==> src/rtl/data_io_pkg.sv <==
// data_io_pkg
//   Shared constants for the ARM->FPGA file download path:
//   SPI_SS2 command codes, FILE_INFO payload byte offsets, the download
//   state type and a lane-mask helper used to build byte enables.
package data_io_pkg;

    localparam logic [7:0] DIO_FILE_TX     = 8'h53;
    localparam logic [7:0] DIO_FILE_TX_DAT = 8'h54;
    localparam logic [7:0] DIO_FILE_INDEX  = 8'h55;
    localparam logic [7:0] DIO_FILE_INFO   = 8'h56;

    // FILE_INFO payload offsets (directory-entry layout)
    localparam logic [5:0] DIO_INFO_EXT_HI  = 6'h08;
    localparam logic [5:0] DIO_INFO_EXT_MID = 6'h09;
    localparam logic [5:0] DIO_INFO_EXT_LO  = 6'h0A;
    localparam logic [5:0] DIO_INFO_SIZE_B0 = 6'h1C;
    localparam logic [5:0] DIO_INFO_SIZE_B1 = 6'h1D;
    localparam logic [5:0] DIO_INFO_SIZE_B2 = 6'h1E;
    localparam logic [5:0] DIO_INFO_SIZE_B3 = 6'h1F;

    typedef enum logic [1:0] {
        DL_IDLE   = 2'd0,
        DL_ACTIVE = 2'd1,
        DL_ENDING = 2'd2
    } dl_state_t;

    // Byte enables for a word with n filled lanes (lanes 0..n-1).
    function automatic logic [3:0] lane_mask(input logic [2:0] n);
        return 4'((5'd1 << n) - 5'd1);
    endfunction

endpackage

==> src/rtl/data_io_fifo.sv <==
// data_io_fifo
//   Synchronous word FIFO between the byte packer and the memory handshake.
//   A pop and a push in the same cycle on a full FIFO both succeed (the pop
//   frees the slot first). flush empties the FIFO and discards a same-cycle
//   push.
// Ports:
//   clk_sys, reset   clock, synchronous active-high reset
//   push, din        write request and data
//   pop              read request (ignored when empty)
//   flush            discard all contents
//   dout             head entry (valid when !empty)
//   full, empty      status
module data_io_fifo #(
    parameter int W     = 9,
    parameter int DEPTH = 16
) (
    input  logic         clk_sys,
    input  logic         reset,
    input  logic         push,
    input  logic         pop,
    input  logic         flush,
    input  logic [W-1:0] din,
    output logic [W-1:0] dout,
    output logic         full,
    output logic         empty
);

    localparam int PW = $clog2(DEPTH);

    logic [W-1:0]  mem [DEPTH];
    logic [PW-1:0] wr_ptr;
    logic [PW-1:0] rd_ptr;
    logic [PW:0]   count;
    logic          do_pop;
    logic          do_push;

    assign empty   = (count == '0);
    assign full    = (count == (PW+1)'(DEPTH));
    assign do_pop  = pop & ~empty;
    assign do_push = push & (~full | do_pop);
    assign dout    = mem[rd_ptr];

    always_ff @(posedge clk_sys) begin
        if (reset || flush) begin
            wr_ptr <= '0;
            rd_ptr <= '0;
            count  <= '0;
        end else begin
            if (do_push) wr_ptr <= wr_ptr + 1'b1;
            if (do_pop)  rd_ptr <= rd_ptr + 1'b1;
            count <= count + (PW+1)'(do_push) - (PW+1)'(do_pop);
        end
    end

    always_ff @(posedge clk_sys) begin
        if (do_push && !reset && !flush) mem[wr_ptr] <= din;
    end

endmodule

==> src/rtl/data_io_wide.sv <==
// data_io_wide
//   MiST ARM->FPGA download engine. Oversamples the SPI_SS2 command channel
//   in clk_sys, packs FILE_TX_DAT bytes little-endian into DW-bit words,
//   queues them in data_io_fifo and hands them to memory with an
//   ioctl_wr/ioctl_ack handshake and per-lane byte enables.
//   Optional macro DATA_IO_FILEINFO_EN enables FILE_INFO capture of the
//   file extension and size; otherwise those outputs are constant 0.
// Ports:
//   clk_sys, reset                 clock, synchronous active-high reset
//   SPI_SCK, SPI_SS2, SPI_DI       raw asynchronous SPI lines
//   ioctl_download, ioctl_index    download active, menu index
//   ioctl_wr, ioctl_ack            word valid / sink accepts
//   ioctl_addr, ioctl_dout, ioctl_be   word byte address, data, lane enables
//   ioctl_fileext, ioctl_filesize  FILE_INFO fields
//   ioctl_overflow                 sticky word-dropped flag
//
// Download FSM:
//   state     | meaning
//   DL_IDLE   | no download; data bytes ignored
//   DL_ACTIVE | packing data bytes into words
//   DL_ENDING | end seen; waiting for the FIFO to drain
module data_io_wide
    import data_io_pkg::*;
#(
    parameter int DW         = 8,
    parameter int AW         = 25,
    parameter int START_ADDR = 0,
    parameter int FIFO_DEPTH = 16
) (
    input  logic            clk_sys,
    input  logic            reset,
    input  logic            SPI_SCK,
    input  logic            SPI_SS2,
    input  logic            SPI_DI,
    output logic            ioctl_download,
    output logic [7:0]      ioctl_index,
    output logic            ioctl_wr,
    input  logic            ioctl_ack,
    output logic [AW-1:0]   ioctl_addr,
    output logic [DW-1:0]   ioctl_dout,
    output logic [DW/8-1:0] ioctl_be,
    output logic [23:0]     ioctl_fileext,
    output logic [31:0]     ioctl_filesize,
    output logic            ioctl_overflow
);

    localparam int BPW = DW / 8;
    localparam int FW  = DW + BPW;

    // SPI receive
    logic [1:0] sck_sync;
    logic [1:0] ss_sync;
    logic [1:0] di_sync;
    logic       sck_q;
    logic       sample;
    logic [2:0] bit_cnt;
    logic [6:0] shreg;
    logic [7:0] cmd;
    logic       cmd_valid;
    logic       byte_stb;
    logic [7:0] byte_q;
    logic [7:0] byte_cmd;

    assign sample = sck_sync[1] & ~sck_q & ~ss_sync[1];

    always_ff @(posedge clk_sys) begin
        if (reset) begin
            sck_sync  <= '0;
            ss_sync   <= 2'b11;
            di_sync   <= '0;
            sck_q     <= 1'b0;
            bit_cnt   <= '0;
            shreg     <= '0;
            cmd       <= '0;
            cmd_valid <= 1'b0;
            byte_stb  <= 1'b0;
            byte_q    <= '0;
            byte_cmd  <= '0;
        end else begin
            sck_sync <= {sck_sync[0], SPI_SCK};
            ss_sync  <= {ss_sync[0], SPI_SS2};
            di_sync  <= {di_sync[0], SPI_DI};
            sck_q    <= sck_sync[1];
            byte_stb <= 1'b0;
            if (ss_sync[1]) begin
                bit_cnt   <= '0;
                cmd       <= '0;
                cmd_valid <= 1'b0;
            end else if (sample) begin
                shreg   <= {shreg[5:0], di_sync[1]};
                bit_cnt <= bit_cnt + 3'd1;
                if (bit_cnt == 3'd7) begin
                    if (!cmd_valid) begin
                        cmd       <= {shreg, di_sync[1]};
                        cmd_valid <= 1'b1;
                    end else begin
                        // command travels with the byte so an SS2 rise
                        // right after the last bit cannot lose it
                        byte_stb <= 1'b1;
                        byte_q   <= {shreg, di_sync[1]};
                        byte_cmd <= cmd;
                    end
                end
            end
        end
    end

    // Packing and download control
    dl_state_t     state;
    logic [7:0]    index_reg;
    logic [DW-1:0] acc;
    logic [DW-1:0] acc_next;
    logic [2:0]    lane_cnt;
    logic          is_start;
    logic          is_end;
    logic          is_dat;
    logic          push;
    logic [FW-1:0] push_data;
    logic [FW-1:0] fifo_dout;
    logic          fifo_full;
    logic          fifo_empty;
    logic          fifo_pop;

    assign is_start = byte_stb && (byte_cmd == DIO_FILE_TX) && byte_q[0];
    assign is_end   = byte_stb && (byte_cmd == DIO_FILE_TX) && !byte_q[0]
                      && (state == DL_ACTIVE);
    assign is_dat   = byte_stb && (byte_cmd == DIO_FILE_TX_DAT)
                      && (state == DL_ACTIVE);
    assign fifo_pop = ioctl_ack & ~fifo_empty;

    always_comb begin
        acc_next = acc;
        for (int i = 0; i < BPW; i++) begin
            if (lane_cnt == 3'(i)) acc_next[i*8 +: 8] = byte_q;
        end
        push      = 1'b0;
        push_data = '0;
        if (is_dat && lane_cnt == 3'(BPW-1)) begin
            push      = 1'b1;
            push_data = {{BPW{1'b1}}, acc_next};
        end else if (is_end && lane_cnt != 3'd0) begin
            // acc is zeroed after every push, so unfilled lanes read 0x00
            push      = 1'b1;
            push_data = {BPW'(lane_mask(lane_cnt)), acc};
        end
    end

    always_ff @(posedge clk_sys) begin
        if (reset) begin
            state          <= DL_IDLE;
            ioctl_download <= 1'b0;
            ioctl_index    <= '0;
            index_reg      <= '0;
            ioctl_addr     <= '0;
            ioctl_overflow <= 1'b0;
            acc            <= '0;
            lane_cnt       <= '0;
        end else begin
            if (byte_stb && byte_cmd == DIO_FILE_INDEX) index_reg <= byte_q;
            if (fifo_pop) ioctl_addr <= ioctl_addr + AW'(BPW);
            if (push && fifo_full && !fifo_pop) ioctl_overflow <= 1'b1;

            if (is_start) begin
                state          <= DL_ACTIVE;
                ioctl_download <= 1'b1;
                ioctl_index    <= index_reg;
                ioctl_addr     <= AW'(START_ADDR);
                ioctl_overflow <= 1'b0;
                acc            <= '0;
                lane_cnt       <= '0;
            end else begin
                case (state)
                    DL_ACTIVE: begin
                        if (is_dat) begin
                            if (lane_cnt == 3'(BPW-1)) begin
                                acc      <= '0;
                                lane_cnt <= '0;
                            end else begin
                                acc      <= acc_next;
                                lane_cnt <= lane_cnt + 3'd1;
                            end
                        end else if (is_end) begin
                            acc      <= '0;
                            lane_cnt <= '0;
                            state    <= DL_ENDING;
                        end
                    end
                    DL_ENDING: begin
                        // an empty FIFO also means ioctl_wr is low
                        if (fifo_empty) begin
                            state          <= DL_IDLE;
                            ioctl_download <= 1'b0;
                        end
                    end
                    default: ;
                endcase
            end
        end
    end

    data_io_fifo #(
        .W     (FW),
        .DEPTH (FIFO_DEPTH)
    ) u_fifo (
        .clk_sys (clk_sys),
        .reset   (reset),
        .push    (push),
        .pop     (fifo_pop),
        .flush   (is_start),
        .din     (push_data),
        .dout    (fifo_dout),
        .full    (fifo_full),
        .empty   (fifo_empty)
    );

    // The FIFO head is the presented word; ack pops it directly.
    assign ioctl_wr = ~fifo_empty;
    assign {ioctl_be, ioctl_dout} = fifo_empty ? '0 : fifo_dout;

`ifdef DATA_IO_FILEINFO_EN
    logic [5:0]  info_cnt;
    logic [23:0] fileext_r;
    logic [31:0] filesize_r;

    always_ff @(posedge clk_sys) begin
        if (reset) begin
            info_cnt   <= '0;
            fileext_r  <= '0;
            filesize_r <= '0;
        end else begin
            if (byte_stb && byte_cmd == DIO_FILE_INFO) begin
                case (info_cnt)
                    DIO_INFO_EXT_HI:  fileext_r[23:16]  <= byte_q;
                    DIO_INFO_EXT_MID: fileext_r[15:8]   <= byte_q;
                    DIO_INFO_EXT_LO:  fileext_r[7:0]    <= byte_q;
                    DIO_INFO_SIZE_B0: filesize_r[7:0]   <= byte_q;
                    DIO_INFO_SIZE_B1: filesize_r[15:8]  <= byte_q;
                    DIO_INFO_SIZE_B2: filesize_r[23:16] <= byte_q;
                    DIO_INFO_SIZE_B3: filesize_r[31:24] <= byte_q;
                    default: ;
                endcase
            end
            if (ss_sync[1])
                info_cnt <= '0;
            else if (byte_stb && byte_cmd == DIO_FILE_INFO)
                info_cnt <= info_cnt + 6'd1;
        end
    end

    assign ioctl_fileext  = fileext_r;
    assign ioctl_filesize = filesize_r;
`else
    assign ioctl_fileext  = '0;
    assign ioctl_filesize = '0;
`endif

endmodule

==> config.mk <==
export PLATFORM = sky130hd
export DESIGN_NAME = data_io_wide
export DESIGN_NICKNAME = d
export VERILOG_FILES = /design/src/rtl/data_io_pkg.sv /design/src/rtl/data_io_fifo.sv /design/src/rtl/data_io_wide.sv
export SDC_FILE = /design/constraint.sdc
export NUM_CORES = 1
export LEC_CHECK = 0
export ABC_AREA = 1
export CORE_MARGIN = 5
export CORE_UTILIZATION = 52
export CTS_CLUSTER_SIZE = 28
export DETAILED_ROUTE_END_ITERATION = 7
export PLACE_DENSITY_LB_ADDON = 0.3
export SYNTH_ARGS = -nofsm -noshare
export SYNTH_HDL_FRONTEND = slang
export SYNTH_SLANG_ARGS = --single-unit
==> constraint.sdc <==
create_clock -name clk_sys -period 2.45 [get_ports clk_sys]
set_input_delay 0.245 -clock clk_sys [delete_from_list [all_inputs] [get_ports clk_sys]]
set_output_delay 0.245 -clock clk_sys [all_outputs]
set_load 0.01 [all_outputs]
# After elaboration in Yosys (flattened, before gate mapping)
# Memory sizes are Yosys's and may differ from the RTL's. A register that Yosys moved wholly into a read port is not among the register bits.
# Index checks and enable logic that the tools add are counted.
[op_classes]
mux = 25
bitwise_logic = 13
n_eq_ne = 13
addsub = 8
reduce_logical = 37
shifts = 1
[ops]
columns = ["op", "n"]
rows = [
  ["2-to-1 mux 8 bit", 4],
  ["2-to-1 mux 9 bit", 3],
  ["adder 25 x 1 -> 25 bit (second input constant)", 1],
  ["== test 8 x 7 -> 1 bit (second input constant)", 3],
  ["logical AND 1 bit", 13],
  ["AND reduction 4 bit", 3],
  ["2-to-1 mux 1 bit", 9],
  ["2-to-1 mux 3 bit", 3],
  ["!= test 3 x 2 -> 1 bit (second input constant)", 3],
  ["adder 4 x 1 -> 4 bit (second input constant)", 2],
  ["2-to-1 mux 4 bit", 2],
  ["AND reduction 2 bit", 4],
  ["nonzero test 2 bit", 4],
  ["inverter 1 bit", 7],
  ["adder 3 x 1 -> 3 bit (second input constant)", 2],
  ["2-to-1 mux 2 bit", 3],
  ["!= test 2 bit (second input constant)", 3],
  ["nonzero test 3 bit", 2],
  ["adder 5 x 1 -> 5 bit", 1],
  ["bitwise AND 1 bit", 5],
  ["== test 5 bit (second input constant)", 1],
  ["logical NOT 5 bit", 1],
  ["subtractor 5 x 1 -> 5 bit", 1],
  ["logical NOT 1 bit", 4],
  ["12 further kinds", 13],
]
[word_totals]
n_memories = 1
input_bits = 6
register_bits = 112
mem_bits_rw = 144
output_inout_bits = 101
[mem_list]
columns = ["memory", "depth", "word_bits", "rd", "rd_clocked_by_memory_dff", "wr", "line_no", "text"]
rows = [
  ["u_fifo.mem", 16, 9, 1, 1, 1, "data_io_fifo.sv:30", "logic [W-1:0] mem [DEPTH];"],
]

# Logic depth before layout (Yosys ltp)
# Gate-level depths: netlist of run 1.
[depth]
ltp_word = 12
mapped_depth = 16

# By module
# A second synthesis of run 1 with hierarchy kept.
[hier_totals]
cells_unflattened = 1329
hier_area_um2 = 11870.1
[by_module_without_submodules]
columns = ["module", "seq_area_each_um2", "instances", "area_each_um2", "cells_per_inst"]
rows = [
  ["data_io_fifo", 4664.5, 1, 7149.4, 715],
  ["data_io_wide", 1981.9, 1, 4720.8, 614],
]

# Worst setup path after synthesis of run 1
# OpenSTA, ideal clock, no wires.
[synth_path]
path_kind = "reg-to-reg"
startpoint = "register u_fifo.count[2]"
endpoint = "register u_fifo.count[4]"
stages_incl_launch_ff = 16
setup_time_ns = 0.070
path_buffers = 1
slack_ns = -0.115
arrival_time_ns = 2.495
t_required_ns = 2.380
cell_sequence = "dfxtp_1 > inv_1 > ha_1 > nand4_1 > nand2_1 > inv_1 > clkbuf_1 > ha_1 > inv_1 > ha_1 > fa_1 > nand2_1 > a21oi_1 > nor2_1 > or2_2 > a21oi_1"
[synth_between]
elab_chain_len = 8
[synth_rtl]
columns = ["element", "line_no", "text"]
rows = [
  ["start: declaration", "data_io_fifo.sv:33", "logic [PW:0] count;"],
  ["start signal: assignment", "data_io_fifo.sv:51", "count <= count + (PW+1)'(do_push) - (PW+1)'(do_pop);"],
  ["logical NOT 5 bit (*)", "data_io_fifo.sv:37", "assign empty = (count == '0);"],
  ["inverter 1 bit (*)", "-", ""],
  ["via ioctl_wr", "data_io_wide.sv:37", "output logic ioctl_wr,"],
  ["bitwise AND 1 bit (*)", "data_io_wide.sv:129", "assign fifo_pop = ioctl_ack & ~fifo_empty;"],
  ["via fifo_pop", "data_io_wide.sv:122", "logic fifo_pop;"],
  ["bitwise AND 1 bit (*)", "data_io_fifo.sv:39", "assign do_pop = pop & ~empty;"],
  ["OR 1 bit", "data_io_fifo.sv:40", "assign do_push = push & (~full | do_pop);"],
  ["bitwise AND 1 bit", "data_io_fifo.sv:40", ""],
  ["adder 5 x 1 -> 5 bit", "data_io_fifo.sv:51", ""],
  ["subtractor 5 x 1 -> 5 bit (*)", "data_io_fifo.sv:51", ""],
]
# Mark *: on every way through the listed nets, which the timed path passes. The rest lies on a longest branch.
# A chain may end at the register's enable or synchronous reset.

==> results of run 1 <==
==> through the flow <==
stage | setup TNS [ps] | hold WS [ps] | power (uW) | utilization
global placement | 0 | 390.4 | 6056 | 0.5715
global route | -226.4 | 249.0 | 10620 | 0.6207
CTS | -472.1 | 210.4 | 10180 | 0.6162
floorplan | 0 | 348.8 | 5765 | -
detailed placement | 0 | 394.3 | 6096 | 0.5715
finish | 0 | 229.1 | 10150 | 0.6207
==> worst max-delay path, delay by kind of cell, from the launching register on <==
kind	cells	cell delay, ps
AO/OA/AOI/OAI	4	540
buffers and inverters	2	500
flip-flops	1	440
AND/OR/NAND/NOR	1	150
==> per-layer routing <==
layer | vias to the layer above | GRT usage | wire, um
li1 | 3998 | - | -
met1 | 3879 | 0.2616 | 10550
met2 | 234 | 0.3334 | 12250
met3 | 30 | 0.03877 | 1781
met4 | 0 | 0.04383 | 329
met5 | - | 0 | 0
==> kinds of logic after synthesis <==
logic type | count (synthesis) | synth area share
fa+ha+maj | 17 | 0.01952
flops | 260 | 0.5892
buf+inv | 192 | 0.08441
simple gates | 423 | 0.1669
xor+xnor | 5 | 0.003883
compound gates | 252 | 0.1357
other cells | 1 | 0.0003325
==> worst paths after layout <==
kind / start / to
setup reg to reg: lane_cnt[0] / u_fifo.count[4]
hold reg to reg: di_sync[0] / di_sync[1]
setup / recovery: flip-flop / ioctl_dout[5]
hold / removal: SPI_DI / di_sync[0]
==> report_power, final <==
part,switching (uW),internal (uW)
registers,50.1,4600
logic,931,589
clock network,1670,2310
total,2650,7500
==> cell type report <==
type	instances	area (um2)	share of cell area
Clock buffer	35	725.7	0.05510
Clock inverter	15	142.6	0.01083
Inverter	91	347.8	0.02641
Multi-Input combinational cell	753	3949	0.2998
Sequential cell	260	6658	0.5055
Tap cell	275	344.1	0.02612
Timing Repair Buffer	106	1005	0.07628
==> placed cells by master (no fill, tap or decap), types with 4 or more instances in the layout <==
master / netlist / final
sky130_fd_sc_hd__a21oi_1: 75 / 71
sky130_fd_sc_hd__a21oi_2: 0 / 4
sky130_fd_sc_hd__a22oi_1: 5 / 5
sky130_fd_sc_hd__buf_4: 57 / 46
sky130_fd_sc_hd__clkbuf_1: 29 / 6
sky130_fd_sc_hd__clkbuf_16: 0 / 28
sky130_fd_sc_hd__clkdlybuf4s50_1: 0 / 41
sky130_fd_sc_hd__clkinv_2: 1 / 7
sky130_fd_sc_hd__conb_1: 1 / 56
sky130_fd_sc_hd__dfxtp_1: 116 / 111
sky130_fd_sc_hd__edfxtp_1: 144 / 144
sky130_fd_sc_hd__ha_1: 16 / 14
sky130_fd_sc_hd__inv_1: 80 / 77
sky130_fd_sc_hd__inv_2: 7 / 9
sky130_fd_sc_hd__nand2_1: 141 / 138
sky130_fd_sc_hd__nand2_2: 1 / 4
sky130_fd_sc_hd__nand2_4: 9 / 9
sky130_fd_sc_hd__nand3_1: 45 / 45
sky130_fd_sc_hd__nand3b_1: 4 / 4
sky130_fd_sc_hd__nand4_1: 9 / 9
sky130_fd_sc_hd__nor2_1: 182 / 179
sky130_fd_sc_hd__nor2_2: 3 / 5
sky130_fd_sc_hd__nor2_4: 3 / 4
sky130_fd_sc_hd__nor3_1: 8 / 8
sky130_fd_sc_hd__o211ai_1: 18 / 18
sky130_fd_sc_hd__o21a_1: 18 / 18
sky130_fd_sc_hd__o21ai_0: 76 / 75
sky130_fd_sc_hd__o21bai_1: 36 / 36
sky130_fd_sc_hd__o221ai_1: 18 / 15
sky130_fd_sc_hd__or2_2: 7 / 7
==> timing repair <==
item / 4_1_cts / 5_1_grt
hold buffers: 0 / 0
pin swaps: 3 / 6
gates resized for setup: 18 / 30
setup buffers: 3 / 3
endpoints found under the setup margin: 9 / 58
cloned: 1 / 1
==> tab_implementation.tex, run 1 <==
\begin{tabular}{lr}
\hline
Metric & Value \\
\hline
\multicolumn{2}{l}{\textbf{Global routing}} \\
Initial antenna violation count & 0 \\
Global-route usage over all layers & 0.1958 \\
Total congestion overflow & 0 \\
First-pass GRT wire length & 39.15 mm \\
Number of global-route vias before repair & 7761 \\
Pin count of the biggest net entering global routing & 37 \\
\multicolumn{2}{l}{\textbf{STA}} \\
Min Clock Period, post-route & 2411 ps \\
Relative max-transition margin & 0.5420 \\
Final setup violation count & 0 \\
Achievable Freq & 414.8 MHz \\
Final hold vios & 0 \\
RSZ-0062 raised after global routing & yes \\
Final worst clock skew & 8.396 ps \\
Final cycle utilization of the critical path & 0.9841 \\
Pin slew with the least headroom to its limit & 686.3 ps \\
Least setup slack across all paths after layout & 38.91 ps \\
Final Max Slew Viols & 0 \\
\multicolumn{2}{l}{\textbf{Drt}} \\
Detailed Routing Iterations Pass 1 & 5 \\
Via count normalized by instance count & 5.304 \\
Average detailed-routed wire length per instance & 16.23 um \\
Vias after detailed routing & $\sim$8100 \\
Total wire length & 24.91 mm \\
Initial drt markers & 594 \\
DRC errors left & 0 \\
Antenna-violating nets left & 0 \\
\multicolumn{2}{l}{\textbf{Cells and area}} \\
Share of final-layout standard cells stronger than drive strength 1 & 0.1302 \\
Leading registers by flop count & u\_fifo.mem: 144 flops, ioctl\_addr: 25 flops \\
Flip-flop count of the largest register after layout & around 140 \\
Count of antenna diodes in the layout & 0 \\
Area overhead of the layout relative to synthesis & 16.77\% \\
Layout Nets & 1262 \\
Fin cells & 1535 \\
Cell area after layout & approximately 13000 um2 \\
Filler instances & 1721 \\
Largest reg by FF count & u\_fifo.mem \\
\multicolumn{2}{l}{\textbf{Worst hold path}} \\
Cell depth of the worst hold path & 3 \\
Hold crit path type & primary input to flip-flop \\
\multicolumn{2}{l}{\textbf{Place}} \\
\# port buffers & 50 \\
Final HPWL from detailed placement & around 16 mm \\
Final estimated routing congestion in global placement & between 0.8 and 0.9 \\
Post-Place Setup Slack & approximately 37 ps \\
Cell count after placement & 1477 \\
Area post-placement & 12130 um2 \\
\multicolumn{2}{l}{\textbf{Status}} \\
Outcome & complete, no violations \\
\multicolumn{2}{l}{\textbf{Die}} \\
Floorplan die area & around 25000 um2 \\
Die span in x & 157.3 um \\
Chip Height & 157.3 um \\
Top-level port count & 107 \\
Number of rows created at floorplan & 53 \\
Core Area & 21220 um2 \\
Starting utilization of the core area & 0.5315 \\
\multicolumn{2}{l}{\textbf{CTS}} \\
Clock sink count & 260 \\
H-tree depth & 1 \\
Inserted Clock Buffers & 27 \\
TritonCTS clock tree & done \\
Cell at the root of the clock tree & sky130\_fd\_sc\_hd\_\_clkbuf\_16 \\
Clock Latency Late Sink & 530 ps \\
Clock-pin slew on the worst setup and hold paths & 60 ps \\
Maximum clock insertion buffer count & 3 \\
\multicolumn{2}{l}{\textbf{Worst setup path}} \\
Largest fanout of any net on the critical path & 14 \\
Type of destination of the critical path & primary output \\
Required arrival time at the worst endpoint & 2200 ps \\
Largest incremental delay on the critical path & approximately 440 ps \\
Arrival time worst endpoint & 2170 ps \\
Reg2Reg Depth & 16 \\
Crit path launch type & flip-flop \\
Reg-to-reg setup timing slack & 140 ps \\
Worst setup path category & flip-flop to primary output \\
Ordered list of cells on the worst path & buf\_4 > o21a\_1 > o21ai\_0 > o211ai\_1 > nand3\_1 > a21oi\_1 > dlygate4sd2\_1 \\
Slowest CP cell & sky130\_fd\_sc\_hd\_\_dfxtp\_4 \\
\multicolumn{2}{l}{\textbf{Logic synthesis}} \\
Async S/R FF share, synth & 0 \\
Top-area cell type share of the netlist area & 0.3834 \\
Number of cells produced by synthesis & 1150 \\
Synth Register Bits & 260 \\
Top cells by area, synth & sky130\_fd\_sc\_hd\_\_edfxtp\_1 (38\%), sky130\_fd\_sc\_hd\_\_dfxtp\_1 (21\%), sky130\_fd\_sc\_hd\_\_nor2\_1 (6.1\%), sky130\_fd\_sc\_hd\_\_nand2\_1 (4.7\%), sky130\_fd\_sc\_hd\_\_buf\_4 (3.8\%) \\
Commonest cells in the synthesized netlist & sky130\_fd\_sc\_hd\_\_nor2\_1 (182), sky130\_fd\_sc\_hd\_\_edfxtp\_1 (144), sky130\_fd\_sc\_hd\_\_nand2\_1 (141), sky130\_fd\_sc\_hd\_\_dfxtp\_1 (116), sky130\_fd\_sc\_hd\_\_inv\_1 (80) \\
Number of warning messages in the yosys log & 0 \\
Most frequently used flop master after synthesis & sky130\_fd\_sc\_hd\_\_edfxtp\_1 \\
Mean post-synth cell area & 9.808 um2 \\
Portion of the post-synthesis area used by sequential elements & 0.5892 \\
Most instantiated library cell after synthesis & sky130\_fd\_sc\_hd\_\_nor2\_1 \\
Synthesized cell area & 11280 um2 \\
Post-synth EDFFs & between 100 and 150 \\
Distinct cells, synth & 46 \\
Area leader, netlist & sky130\_fd\_sc\_hd\_\_edfxtp\_1 \\
\multicolumn{2}{l}{\textbf{Power and ir drop}} \\
Pwr/cell area & 770.3 nW/um2 \\
Maximum vdd drop & 0.5126 mV \\
Lkg Pwr & 0.005176 uW \\
\multicolumn{2}{l}{\textbf{Job}} \\
Max-cap violation count & 0 \\
\hline
\end{tabular}
No activity file was read; power rests on OpenSTA's default activity.
==> run 2: changes to the inputs <==
--- a/config.mk
+++ b/config.mk
@@ -5,9 +5,8 @@
 export SDC_FILE = /design/constraint.sdc
 export NUM_CORES = 1
 export LEC_CHECK = 0
-export ABC_AREA = 1
 export CORE_MARGIN = 5
-export CORE_UTILIZATION = 52
+export CORE_UTILIZATION = 51
 export CTS_CLUSTER_SIZE = 28
 export DETAILED_ROUTE_END_ITERATION = 7
 export PLACE_DENSITY_LB_ADDON = 0.3
==> run 2 against run 1 <==
Net effect:
- first-iteration DRC count decreased by 42%
- synthesized cell count decreased by 28%
- critical path depth decreased by 1
- critical endpoint is now ioctl_dout[0]
- largest power group unchanged
- highest routed layer unchanged
==> tab_implementation.tex, run 2 <==
\begin{tabular}{lr}
\hline
Metric & Value \\
\hline
\multicolumn{2}{l}{\textbf{Worst setup path}} \\
Largest fanout of any net on the critical path & 4 \\
Reg-to-reg setup timing slack & 70 ps \\
Number of buffers and inverters on the critical path & 3 \\
Slowest CP cell & sky130\_fd\_sc\_hd\_\_mux4\_2 \\
Crit path launch type & flip-flop \\
Worst reg2reg path endpoint & u\_fifo.count[4] \\
Reg2Reg Depth & 15 \\
Reg2Reg Launch Point & u\_fifo.count[2] \\
Ordered list of cells on the worst path & buf\_6 > buf\_16 > mux4\_2 > mux2i\_2 > o22ai\_1 > buf\_2 \\
Largest incremental delay on the critical path & slightly above 500 ps \\
Required arrival time at the worst endpoint & about 2200 ps \\
Arrival time worst endpoint & 2170 ps \\
Top delay family on crit path & multiplexers \\
Type of destination of the critical path & primary output \\
Worst setup path category & flip-flop to primary output \\
\multicolumn{2}{l}{\textbf{Global routing}} \\
First-pass GRT wire length & 34.72 mm \\
Total congestion overflow & 0 \\
Pin count of the biggest net entering global routing & 50 \\
Global-route usage over all layers & 0.1785 \\
Number of global-route vias before repair & 6429 \\
Initial antenna violation count & 0 \\
\multicolumn{2}{l}{\textbf{Cells and area}} \\
Leading registers by flop count & u\_fifo.mem: 144 flops, ioctl\_addr: 25 flops \\
Leading cell type in the layout, fill and taps excluded & sky130\_fd\_sc\_hd\_\_edfxtp\_1 \\
Area overhead of the layout relative to synthesis & 20.83\% \\
Share of final-layout standard cells stronger than drive strength 1 & 0.2200 \\
Area of the multi-input gates & 3801 um2 \\
Storage cell area & between 6000 and 7000 um2 \\
Flip-flop count of the largest register after layout & 144 \\
Filler instances & 1554 \\
Leading cell types in the layout, fill and taps excluded & sky130\_fd\_sc\_hd\_\_edfxtp\_1 (144), sky130\_fd\_sc\_hd\_\_dfxtp\_1 (111), sky130\_fd\_sc\_hd\_\_nor2\_1 (88) \\
Layout Nets & 962 \\
Count of antenna diodes in the layout & 0 \\
Largest reg by FF count & u\_fifo.mem \\
\multicolumn{2}{l}{\textbf{CTS}} \\
Cell at the root of the clock tree & sky130\_fd\_sc\_hd\_\_clkbuf\_16 \\
H-tree depth & 1 \\
Clock sink count & 260 \\
Inserted Clock Buffers & 27 \\
Clock Latency Late Sink & 510 ps \\
TritonCTS clock tree & done \\
Clock-pin slew on the worst setup and hold paths & 60 ps \\
Maximum clock insertion buffer count & 3 \\
Cts-stage hold buffer count & 0 \\
\multicolumn{2}{l}{\textbf{Logic synthesis}} \\
Xor/xnor share of the synthesized area & 0.02882 \\
Async S/R FF share, synth & 0 \\
Commonest cells in the synthesized netlist & sky130\_fd\_sc\_hd\_\_edfxtp\_1 (144), sky130\_fd\_sc\_hd\_\_dfxtp\_1 (116), sky130\_fd\_sc\_hd\_\_nor2\_1 (93), sky130\_fd\_sc\_hd\_\_nand2\_1 (78), sky130\_fd\_sc\_hd\_\_buf\_4 (56) \\
Number of warning messages in the yosys log & 0 \\
Main combinational cell family by area after synthesis & multiplexers \\
Most instantiated library cell after synthesis & sky130\_fd\_sc\_hd\_\_edfxtp\_1 \\
Adder-cell share of the synthesized area & 0.02070 \\
Post-synthesis share of cell area spent on and, or, nand and nor gates & 0.1135 \\
Most frequently used flop master after synthesis & sky130\_fd\_sc\_hd\_\_edfxtp\_1 \\
Mean post-synth cell area & $\sim$13 um2 \\
Post-synth EDFFs & approximately 140 \\
Number of cells produced by synthesis & 826 \\
Distinct cells, synth & 44 \\
Portion of netlist area occupied by mux cells & 0.1186 \\
Top-area cell type share of the netlist area & 0.4065 \\
Synthesized cell area & 10640 um2 \\
Top cells by area, synth & sky130\_fd\_sc\_hd\_\_edfxtp\_1 (41\%), sky130\_fd\_sc\_hd\_\_dfxtp\_1 (22\%), sky130\_fd\_sc\_hd\_\_mux4\_2 (7.6\%), sky130\_fd\_sc\_hd\_\_mux2i\_1 (4.2\%), sky130\_fd\_sc\_hd\_\_buf\_4 (4.0\%) \\
Area leader, netlist & sky130\_fd\_sc\_hd\_\_edfxtp\_1 \\
Complex-gate fraction of the synthesized area & 0.03494 \\
Synth Register Bits & 260 \\
Portion of the post-synthesis area used by sequential elements & 0.6249 \\
\multicolumn{2}{l}{\textbf{Place}} \\
Final HPWL from detailed placement & 13.73 mm \\
Final estimated routing congestion in global placement & 0.7735 \\
\# port buffers & 50 \\
\multicolumn{2}{l}{\textbf{Die}} \\
Starting utilization of the core area & 0.5223 \\
Top-level port count & 107 \\
Core Area & 20360 um2 \\
Die span in x & roughly 150 um \\
Number of rows created at floorplan & 52 \\
Floorplan die area & between 20000 and 25000 um2 \\
Chip Height & about 150 um \\
\multicolumn{2}{l}{\textbf{Drt}} \\
DRC errors left & 0 \\
Via count normalized by instance count & 5.193 \\
Detailed Routing Iterations Pass 1 & 4 \\
Total wire length & 21.47 mm \\
Initial drt markers & about 350 \\
Vias after detailed routing & 6382 \\
Average detailed-routed wire length per instance & 17.47 um \\
Antenna-violating nets left & 0 \\
\multicolumn{2}{l}{\textbf{Worst hold path}} \\
Worst Hold End & sck\_sync[0] \\
Hold Path Origin & SPI\_SCK \\
Hold crit path type & primary input to flip-flop \\
Cell depth of the worst hold path & 2 \\
\multicolumn{2}{l}{\textbf{Power and ir drop}} \\
Pwr/cell area & 802.5 nW/um2 \\
Post-route total power & approximately 10000 uW \\
Maximum vdd drop & 0.5068 mV \\
Lkg Pwr & 0.004856 uW \\
\multicolumn{2}{l}{\textbf{STA}} \\
RSZ-0062 raised after global routing & yes \\
Final cycle utilization of the critical path & 0.9864 \\
Pin slew with the least headroom to its limit & 680.3 ps \\
Relative max-transition margin & 0.5452 \\
Min Clock Period, post-route & $\sim$2400 ps \\
Final worst clock skew & approximately 8 ps \\
Final Max Slew Viols & 0 \\
Setup TNS after final layout & 0 ps \\
Achievable Freq & 413.8 MHz \\
Final hold vios & 0 \\
Final setup violation count & 0 \\
\multicolumn{2}{l}{\textbf{Job}} \\
Max-cap violation count & 0 \\
\multicolumn{2}{l}{\textbf{Status}} \\
Outcome & complete, no violations \\
\hline
\end{tabular}
[run 2: repair_timing]
| item | in CTS | in global routing |
|---|---|---|
| pin swaps | 6 | 18 |
| gates cloned | 3 | 1 |
| gates resized for setup | 62 | 36 |
| setup endpoints to repair | 28 | 155 |
| buffers inserted | 9 | 6 |
[run 2: worst max path at each step]
stage               cells past startpoint  slack, ps                 to
global placement                       15          8    u_fifo.count[4]
detailed placement                     15        -30    u_fifo.count[4]
finish                                  6         30      ioctl_dout[0]
floorplan                               5        -60  u_fifo.mem[12][0]
CTS                                     7        -30      ioctl_dout[1]
global route                           15        -90    u_fifo.count[4]
[run 2: logic make-up after synthesis]
logic type                 Yosys count
other                                1
muxes                               81
AOI/OAI and AO/OA                   65
xor gates and xnor gates            35
and+or+nand+nor                    260
adders and majority gates           17
DFF                                260
buffers and inverters              107
[run 2: metal layers]
| metal | share of wire | track usage | vias to the layer above |
|---|---|---|---|
| li1 | - | - | 3067 |
| met1 | 0.43 | 0.2444 | 3142 |
| met2 | 0.50 | 0.3014 | 152 |
| met3 | 0.053 | 0.03129 | 21 |
| met4 | 0.014 | 0.03911 | 0 |
| met5 | 0 | 0 | - |
[run 2: final cells by class]
cell class	instances	share of cell area
repair buffers	121	0.08703
clock inverters	5	0.004186
well taps	270	0.02629
inverters	15	0.004770
multi-input cells	514	0.2958
flip-flops and latches	260	0.5178
clock buffers	44	0.06416
[run 2: power by group]
| part | internal, uW | total [uW] | leakage, uW | switching, uW |
|---|---|---|---|---|
| logic | 851 | 1590 | 0.00180 | 744 |
| clock network | 2390 | 3980 | 0.000438 | 1590 |
| registers | 4650 | 4740 | 0.00262 | 95.1 |
| total | 7890 | 10300 | 0.00486 | 2420 |
[run 2: worst register-to-register path: cells and delay by family, from the launching register on]
family / cells / cell delay [ps]
compound gates: 1 / 140
flops: 1 / 320
simple gates: 5 / 520
xor+xnor: 1 / 130
buf+inv: 4 / 250
fa+ha+maj: 4 / 910
[run 2: metrics by stage]
step                instances  area (um2)  utilization  hold slack [ps]  setup slack, ps
finish                   1229       12850       0.6311            287.3            33.31
global route             1229       12850       0.6311            272.6           -88.26
CTS                      1224       12680       0.6228            267.4           -29.41
detailed placement       1163       11610       0.5700            399.2           -33.60
global placement         1163       11610       0.5700            391.2            8.352
floorplan                 881       10890            -            348.8           -57.15
